`src/rtl/lcd_pkg.sv`:
```
// Shared types, power-up command table and command helpers for the HD44780 write scheduler.
package lcd_pkg;

  typedef enum logic [2:0] {
    ST_PWRUP,
    ST_SETUP,
    ST_PULSE,
    ST_HOLD,
    ST_WAIT,
    ST_IDLE
  } state_t;

  // Function set 8-bit/2-line, display on, entry mode increment, clear.
  localparam logic [0:3][7:0] INIT_TABLE = {8'h38, 8'h0C, 8'h06, 8'h01};

  localparam logic [7:0] LCD_CLEAR = 8'h01;
  localparam logic [7:0] LCD_HOME  = 8'h02;
  localparam logic [7:0] LCD_LINE1 = 8'h80;
  localparam logic [7:0] LCD_LINE2 = 8'hC0;

  // Clear and return-home (03 decodes as home too) need the long execution time.
  function automatic logic is_slow_cmd(input logic rs, input logic [7:0] cmd);
    return !rs && (cmd == LCD_CLEAR || cmd == LCD_HOME || cmd == 8'h03);
  endfunction

endpackage

```
`src/rtl/lcd_rr_arbiter.sv`:
```
// Two-way grant for the LCD requesters; round-robin by default,
// fixed priority for requester 0 when LCD_FIXED_PRIORITY_EN is defined.
module lcd_rr_arbiter (
`ifndef LCD_FIXED_PRIORITY_EN
  input  logic       clk,
  input  logic       rst,
`endif
  input  logic       enable,
  input  logic [1:0] req,
  output logic [1:0] grant
);

`ifdef LCD_FIXED_PRIORITY_EN
  always_comb begin
    grant = 2'b00;
    if (enable) grant = req[0] ? 2'b01 : {req[1], 1'b0};
  end
`else
  logic prio;  // requester that wins a tie

  always_comb begin
    grant = 2'b00;
    if (enable) begin
      if (req == 2'b11) grant = prio ? 2'b10 : 2'b01;
      else              grant = req;
    end
  end

  // Any grant is a transfer, so a withdrawn request never moves the pointer.
  always_ff @(posedge clk or negedge rst) begin
    if (!rst)                prio <= 1'b0;
    else if (grant != 2'b00) prio <= grant[0];
  end
`endif

endmodule

```
`src/rtl/lcd_write_scheduler.sv`:
```
// HD44780 bus owner: power-up init sequence, then timed byte writes shared by two requesters.
// Build option: LCD_FIXED_PRIORITY_EN gives requester 0 fixed priority instead of round-robin.
//
// state | meaning
// PWRUP | idle after reset, waiting for the LCD to power up
// SETUP | rs/data driven, en low
// PULSE | en high
// HOLD  | en low, rs/data held
// WAIT  | LCD execution time (long for clear/home)
// IDLE  | init done, accepting requester bytes
module lcd_write_scheduler
  import lcd_pkg::*;
#(
  parameter int T_PWRUP_CYC = 750000,
  parameter int T_SETUP_CYC = 4,
  parameter int T_EN_CYC    = 25,
  parameter int T_HOLD_CYC  = 4,
  parameter int T_CMD_CYC   = 2000,
  parameter int T_CLR_CYC   = 82000
) (
  input  logic       clk,
  input  logic       rst,
  input  logic [1:0] req_valid,
  input  logic [1:0] req_rs,
  input  logic [7:0] req_data0,
  input  logic [7:0] req_data1,
  output logic [1:0] req_ready,
  output logic       init_done,
  output logic       busy,
  output logic       lcd_rs,
  output logic       lcd_rw,
  output logic       lcd_en,
  output logic [7:0] lcd_data
);

  localparam int T_M0  = (T_PWRUP_CYC > T_CLR_CYC)  ? T_PWRUP_CYC : T_CLR_CYC;
  localparam int T_M1  = (T_CMD_CYC   > T_EN_CYC)   ? T_CMD_CYC   : T_EN_CYC;
  localparam int T_M2  = (T_SETUP_CYC > T_HOLD_CYC) ? T_SETUP_CYC : T_HOLD_CYC;
  localparam int T_M3  = (T_M1 > T_M2) ? T_M1 : T_M2;
  localparam int T_MAX = (T_M0 > T_M3) ? T_M0 : T_M3;
  localparam int CW    = $clog2(T_MAX) + 1;

  state_t        state;
  logic [CW-1:0] cnt;
  logic [1:0]    init_idx;
  logic [1:0]    grant;
  logic          arb_en;

  assign lcd_rw    = 1'b0;
  assign busy      = (state != ST_IDLE);
  assign arb_en    = (state == ST_IDLE) && init_done;
  assign req_ready = grant;

  lcd_rr_arbiter u_arb (
`ifndef LCD_FIXED_PRIORITY_EN
    .clk    (clk),
    .rst    (rst),
`endif
    .enable (arb_en),
    .req    (req_valid),
    .grant  (grant)
  );

  // Counter is loaded with duration-1 on each state entry; a state ends when it reads zero.
  always_ff @(posedge clk or negedge rst) begin
    if (!rst) begin
      state     <= ST_PWRUP;
      cnt       <= CW'(T_PWRUP_CYC - 1);
      init_idx  <= 2'd0;
      init_done <= 1'b0;
      lcd_rs    <= 1'b0;
      lcd_en    <= 1'b0;
      lcd_data  <= 8'h00;
    end else begin
      case (state)
        ST_PWRUP: begin
          if (cnt == '0) begin
            state    <= ST_SETUP;
            cnt      <= CW'(T_SETUP_CYC - 1);
            lcd_rs   <= 1'b0;
            lcd_data <= INIT_TABLE[0];
          end else begin
            cnt <= cnt - CW'(1);
          end
        end
        ST_SETUP: begin
          if (cnt == '0) begin
            state  <= ST_PULSE;
            cnt    <= CW'(T_EN_CYC - 1);
            lcd_en <= 1'b1;
          end else begin
            cnt <= cnt - CW'(1);
          end
        end
        ST_PULSE: begin
          if (cnt == '0) begin
            state  <= ST_HOLD;
            cnt    <= CW'(T_HOLD_CYC - 1);
            lcd_en <= 1'b0;
          end else begin
            cnt <= cnt - CW'(1);
          end
        end
        ST_HOLD: begin
          if (cnt == '0) begin
            state <= ST_WAIT;
            cnt   <= is_slow_cmd(lcd_rs, lcd_data) ? CW'(T_CLR_CYC - 1) : CW'(T_CMD_CYC - 1);
          end else begin
            cnt <= cnt - CW'(1);
          end
        end
        ST_WAIT: begin
          if (cnt != '0) begin
            cnt <= cnt - CW'(1);
          end else if (init_done) begin
            state <= ST_IDLE;
          end else if (init_idx == 2'd3) begin
            state     <= ST_IDLE;
            init_done <= 1'b1;
          end else begin
            state    <= ST_SETUP;
            cnt      <= CW'(T_SETUP_CYC - 1);
            init_idx <= init_idx + 2'd1;
            lcd_rs   <= 1'b0;
            lcd_data <= INIT_TABLE[init_idx + 2'd1];
          end
        end
        ST_IDLE: begin
          if (grant != 2'b00) begin
            state    <= ST_SETUP;
            cnt      <= CW'(T_SETUP_CYC - 1);
            lcd_rs   <= grant[1] ? req_rs[1] : req_rs[0];
            lcd_data <= grant[1] ? req_data1 : req_data0;
          end
        end
        default: begin
          state <= ST_PWRUP;
          cnt   <= CW'(T_PWRUP_CYC - 1);
        end
      endcase
    end
  end

endmodule

```
`config.mk`:
```
export PLATFORM = sky130hd
export DESIGN_NAME = lcd_write_scheduler
export DESIGN_NICKNAME = d
export VERILOG_FILES = /design/src/rtl/lcd_pkg.sv /design/src/rtl/lcd_rr_arbiter.sv /design/src/rtl/lcd_write_scheduler.sv
export SDC_FILE = /design/constraint.sdc
export NUM_CORES = 1
export LEC_CHECK = 0
export ABC_AREA = 1
export CAP_MARGIN = 20
export CORE_AREA = 4 4 82 84
export CTS_CLUSTER_DIAMETER = 200
export CTS_CLUSTER_SIZE = 25
export DETAILED_ROUTE_END_ITERATION = 8
export DIE_AREA = 0 0 86 88
export PLACE_DENSITY = 0.66
export SKIP_LAST_GASP = 1
export SYNTH_ARGS = -nofsm -noshare
export SYNTH_HDL_FRONTEND = slang
export SYNTH_SLANG_ARGS = --single-unit
```
`constraint.sdc`:
```
create_clock -name clk -period 2.3 [get_ports clk]
set_input_delay 0.575 -clock clk [delete_from_list [all_inputs] [get_ports clk]]
set_output_delay 0.575 -clock clk [all_outputs]
set_load 0.005 [all_outputs]
```
==> Word level (Yosys, flattened, before mapping) <==
Index checks and enable logic that the tools add are counted.
{ "totals": {"output_inout_bits": 15, "latch_bits": 0, "reg_bits": 38, "memories": 0, "elab_cells": 96, "mem_bits_rw": 0, "rom_bits": 0} }
{ "op_classes": {"bitwise_logic": 4, "magnitude_cmp": 1, "n_addsub": 2, "multipliers": 0, "n_reduce_logical": 18, "div": 0, "shift": 0, "eq_ne": 21, "mux": 42} }
{ "ops": {"columns": ["operator", "n"], "rows": [
  ["$mux W21", 7],
  ["$pmux W21 S5", 1],
  ["$mux W8", 8],
  ["$mux W3", 8],
  ["$pmux W8 S3", 1],
  ["$logic_not A21 Y1", 1],
  ["$reduce_bool A21 Y1", 1],
  ["$sub A21 B1 Y21 const B", 1],
  ["$pmux W3 S6", 1],
  ["$mux W17", 1],
  ["$bmux W8 S2", 1],
  ["$eq A8 B2 Y1 const B", 2],
  ["$ne A2 B2 Y1 const B", 7],
  ["$reduce_and A6 Y1", 2],
  ["$mux W1", 9],
  ["$ne A3 B3 Y1 const B", 3],
  ["$eq A8 B1 Y1 const B", 1],
  ["$eq A3 B2 Y1 const B", 2],
  ["$eq A3 B3 Y1 const B", 2],
  ["$mux W2", 3],
  ["$reduce_and A3 Y1", 2],
  ["$eq A2 B2 Y1 const B", 2],
  ["$reduce_and A4 Y1", 1],
  ["$reduce_bool A2 Y1", 2],
  ["other kinds (15)", 19]
]} }

==> Longest topological paths before layout <==
{ "logic_depth": {"depth_word": 9, "mapped_depth": 12, "mapped_depth_nobuf": 10} }

==> Cells and area by module <==
Synthesis repeated with hierarchy kept, for this count alone.
{ "unflattened": {"hier_cells": 386, "area_unflattened_um2": 2740.1} }
{ "by_module_without_submodules": {"columns": ["mod", "cells_each", "area_each_um2", "seq_area_each_um2", "n_inst"], "rows": [
  ["lcd_write_scheduler", 375, 2676.3, 942.2, 1],
  ["lcd_rr_arbiter", 11, 63.8, 25.0, 1]
]} }

==> Worst setup path before layout <==
Ideal clock, no wire load.
{ "synth_timing": {"path_kind": "input to output", "startpoint": "input req_valid[1]", "endpoint": "output req_ready[1]", "slack_ns": 0.498, "path_buffers": 1, "cell_stages": 4, "arrival_time_ns": 1.227, "cell_sequence": "a21boi_2 -> nand2_4 -> buf_2 -> inv_1"} }
{ "synth_via": {"elab_chain_cells": 3} }
{ "synth_lines": {"columns": ["element", "line", "source"], "rows": [
  ["start: declaration", "lcd_write_scheduler.sv:23", "input logic [1:0] req_valid,"],
  ["$eq A2 B2 Y1", "lcd_rr_arbiter.sv:24", "if (req == 2'b11) grant = prio ? 2'b10 : 2'b01;"],
  ["$mux W2 *", "lcd_rr_arbiter.sv:24", null],
  ["$mux W2 *", "lcd_rr_arbiter.sv:23", "if (enable) begin"],
  ["end: declaration", "lcd_write_scheduler.sv:27", "output logic [1:0] req_ready,"]
]} }
Mark *: on every way between the ends. The rest lies on a longest branch, timed or not.

==> Worst setup path in the final report <==
{ "layout_timing": {"startpoint": "register cnt[0]", "endpoint": "register cnt[3]"} }
{ "layout_via": {"elab_chain_cells": 3, "word_cells_on_any_way": 11} }
{ "layout_lines": {"columns": ["element", "line", "source"], "rows": [
  ["start: declaration", "lcd_write_scheduler.sv:44", "logic [CW-1:0] cnt;"],
  ["start signal: assignment", "lcd_write_scheduler.sv:68", "cnt <= CW'(T_PWRUP_CYC - 1);"],
  ["start signal: assignment", "lcd_write_scheduler.sv:79", "cnt <= CW'(T_SETUP_CYC - 1);"],
  ["start signal: assignment", "lcd_write_scheduler.sv:83", "cnt <= cnt - CW'(1);"],
  ["$sub A21 B1 Y21 (tied with other cells)", null, null],
  ["$mux W21 (tied with other cells)", "lcd_write_scheduler.sv:113", "if (cnt != '0) begin"],
  ["$pmux W21 S5 / $reduce_and A3 Y1 (equally long branches)", null, null]
]} }
Several ways; a longest one is shown, not always the timed one.
A chain may end at the register's enable or synchronous reset.

==> flow_metrics.env <==
export IMPL_dp_cells=491
export IMPL_status="finished clean"
export IMPL_skew_ns=0.00755
export IMPL_synthArstFlopShare=1.00
export IMPL_synthesis_area_sq_um=2620
export IMPL_cts_hold_buf=0
export IMPL_die_y_um=88
export IMPL_grtUsageTotal=0.189
export IMPL_power_internal_uw=1170
export IMPL_setup_tns_ns=0
export IMPL_final_cells=501
export IMPL_net_switching_power_uw=285
export IMPL_grt_overflow_total=0
export IMPL_fp_dieArea_sq_um=7570
export IMPL_synth_most_common_cell="nand2_1"
export IMPL_syn_nets=405
export IMPL_max_cap_viol_count=0
export IMPL_tightest_slew_ns=0.509
export IMPL_rsz0062_at_grt="no"
export IMPL_synth_distinct_cells=35
export IMPL_required_ns=2.51
export IMPL_grt_pass1_vias=2483
export IMPL_antenna_cells=0
export IMPL_synthAdderAreaFrac=0.0239
export IMPL_core_area_sq_um=5920
export IMPL_cp_slowest_cell="dfstp_2"
export IMPL_cts_htree_levels=2
export IMPL_root_buffer="clkbuf_8"
export IMPL_critPathCaptureType="register"
export IMPL_crit_path_start_kind="register"
export IMPL_pre_cts_ws_ns=-0.193
export IMPL_slew_violations=0
export IMPL_finalNetCount=452
export IMPL_clk_path_buf_depth=2
export IMPL_synth_xor_area_frac=0.0301
export IMPL_port_buffers=35
export IMPL_cp_max_fo=8
export IMPL_area_growth_synth_to_final_pct=24.6
export IMPL_finalWorstPathRequiredPeriod_ns=2.03
export IMPL_setup_viol=0
export IMPL_synth_top_cell_area_share=0.239
export IMPL_min_path_type="in -> async"
export IMPL_synth_avg_cell_area_sq_um=6.94
export IMPL_grt_max_degree=39
export IMPL_synth_area_top_cells="dfrtp_1 (24%), nand2_1 (14%), dfstp_2 (13%)"
export IMPL_drive_gt1_frac=0.127
export IMPL_crit_path_frequent_cell="inv_1"
export IMPL_pwr_density_cell_nw_per_um2=446
export IMPL_synth_top_area_cell="dfrtp_1"
export IMPL_num_vias=2498
export IMPL_drtIter0Drc=165
export IMPL_arrival_ns=2.24
export IMPL_synth_simple_area_share=0.389
export IMPL_synth_commonest_cells="nand2_1 (101), inv_1 (56), nor2_1 (55)"
export IMPL_cts_tree="built"
export IMPL_gp_congestion=0.858
export IMPL_yosysWarnings=0
export IMPL_synth_top_family_by_area="simple AND/OR/NAND/NOR gates"
export IMPL_wl_um=6420
export IMPL_grt_pass1_wl_um=11400
export IMPL_worstSkewPairLatency_ns=0.30
export IMPL_clkTransAtPathRegs_ns=0.08
export IMPL_cp_cell_sequence="inv_1 > ha_1 > nand2_1 > nor2_4 > nand3_2 > nand2_2 > inv_1 > o21ai_0 > nand3_1"
export IMPL_synth_main_ff_cell="dfrtp_1"
export IMPL_viasPerCell=4.99
export IMPL_firstDrtPassIters=4
export IMPL_power_leakage_uw=0.00167
export IMPL_cts_made_buffers=5
export IMPL_placementRows=28
export IMPL_hold_slack_ns=0.326
export IMPL_wire_per_inst_um=12.8
export IMPL_ant_nets=0
export IMPL_vdd_drop_max_v=0.000245
export IMPL_critPathKind="reg -> reg"
export IMPL_yosysSeqAreaShare=0.369
export IMPL_synth_area_mux_share=0
export IMPL_swShare=0.196
export IMPL_ys_ff_latch=38
export IMPL_fp_dieW_um=86
export IMPL_slew_headroom=0.661
export IMPL_antenna_found_initial=0
export IMPL_max_freq_mhz=493
export IMPL_ios=37
export IMPL_slowest_delay_ns=0.37
export IMPL_combPwrFrac=0.045
export IMPL_power_frac_clock=0.496
export IMPL_final_core_util=0.552
export IMPL_synth_edff_count=0
export IMPL_synth_compound_area_frac=0.0878
export IMPL_p_seq_frac=0.459
export IMPL_drc=0
export IMPL_final_setup_worst_slack_ns=0.270
export IMPL_finalHoldViolCount=0
export IMPL_fin_crit_sh=0.883
export IMPL_cts_sinks=38
export IMPL_initial_utilization=0.443
export IMPL_hpwl_um=4790
export IMPL_syn_instance_count=378
==> registers in the layout, indices dropped and copies added (netlist names) <==
register and count:
cnt 21, init_idx 2, lcd_rs 1, state 3, lcd_data 8, lcd_en 1
u_arb.prio 1, init_done 1
==> layer usage <==
layer / vias to the layer above / share of wire / global-route usage
li1: 1279 / - / -
met1: 1157 / 0.46 / 0.242
met2: 51 / 0.47 / 0.313
met3: 11 / 0.049 / 0.0461
met4: 0 / 0.019 / 0.0662
met5: - / 0 / 0
==> cell usage in the layout, fill, tap and decap left out, drive strengths merged <==
| cell type | count |
|---|---|
| nand2 | 108 |
| nor2 | 60 |
| inv | 57 |
| nand3 | 38 |
| clkdlybuf4s50 | 30 |
| o21ai | 30 |
| dfrtp | 25 |
| dfstp | 13 |
| buf | 12 |
| xor2 | 8 |
| nand3b | 6 |
| clkbuf | 6 |
| a21oi | 6 |
| ha | 5 |
| nand4 | 5 |
| nor3 | 3 |
| or2 | 2 |
| bufinv | 2 |
| dlygate4sd2 | 2 |
| dlymetal6s2s | 2 |
| a21boi | 2 |
| o211ai | 1 |
| o221ai | 1 |
| xnor2 | 1 |
| conb | 1 |
==> power groups by stage <==
stage	combinational [uW]	sequential, uW	clock [uW]
after floorplan	12.1	681	0
after global placement	64.3	681	0
after detailed placement	65.3	681	0
after CTS	67.0	669	730
after global routing	72.6	669	754
final	65.7	669	722
==> what timing repair did <==
action                     4_1_cts  5_1_grt
resized for setup                4        2
pin swaps                        2        1
setup buffers                    2        0
setup endpoints to repair        2        2
==> final timing paths <==
check | end | from | slack [ns] | cells past startpoint
worst min register to register | cnt[0]$_DFFE_PN1P_ | cnt[0]$_DFFE_PN1P_ | 0.47 | 2
min in group clk | cnt[0]$_DFFE_PN1P_ | cnt[0]$_DFFE_PN1P_ | 0.47 | 2
worst max-delay path | cnt[3]$_DFFE_PN1P_ | cnt[0]$_DFFE_PN1P_ | 0.27 | 9
worst min-delay path | cnt[6]$_DFFE_PN0P_ | rst | 0.33 | 2
worst max register to register | cnt[3]$_DFFE_PN1P_ | cnt[0]$_DFFE_PN1P_ | 0.27 | 9
max in group asynchronous | cnt[19]$_DFFE_PN1P_ | rst | 1.60 | 2
==> critical path: cells and delay by family (launching register included) <==
| kind | cells | cell delay [ns] |
|---|---|---|
| simple gates | 5 | 0.92 |
| flops | 1 | 0.37 |
| buf+inv | 2 | 0.27 |
| fa+ha+maj | 1 | 0.19 |
| compound gates | 1 | 0.19 |
==> cell families (layout without fill, tap and decap cells) <==
logic type                 after synthesis  count (layout)
AOI/OAI and AO/OA                       40              40
adders and majority gates                5               5
and+or+nand+nor                        222             222
xor gates and xnor gates                 9               9
other                                    1               1
DFF                                     38              38
buffers and inverters                   63             111
==> per-stage QoR <==
stage	area, sq um	power [uW]
2_1_floorplan	2620	693
3_3_place_gp	3100	745
3_5_place_dp	3100	746
4_1_cts	3260	1470
5_1_grt	3270	1500
6_report	3270	1460
==> area by class of cell <==
type,count,area (sq um)
Sequential cell,38,967
Timing Repair Buffer,46,443
Clock buffer,6,82.6
Tap cell,75,93.8
Clock inverter,2,60.1
Inverter,57,214
Multi-Input combinational cell,277,1410
Fill cell,571,2650
Note: power is estimated with default switching activity, not from simulation.
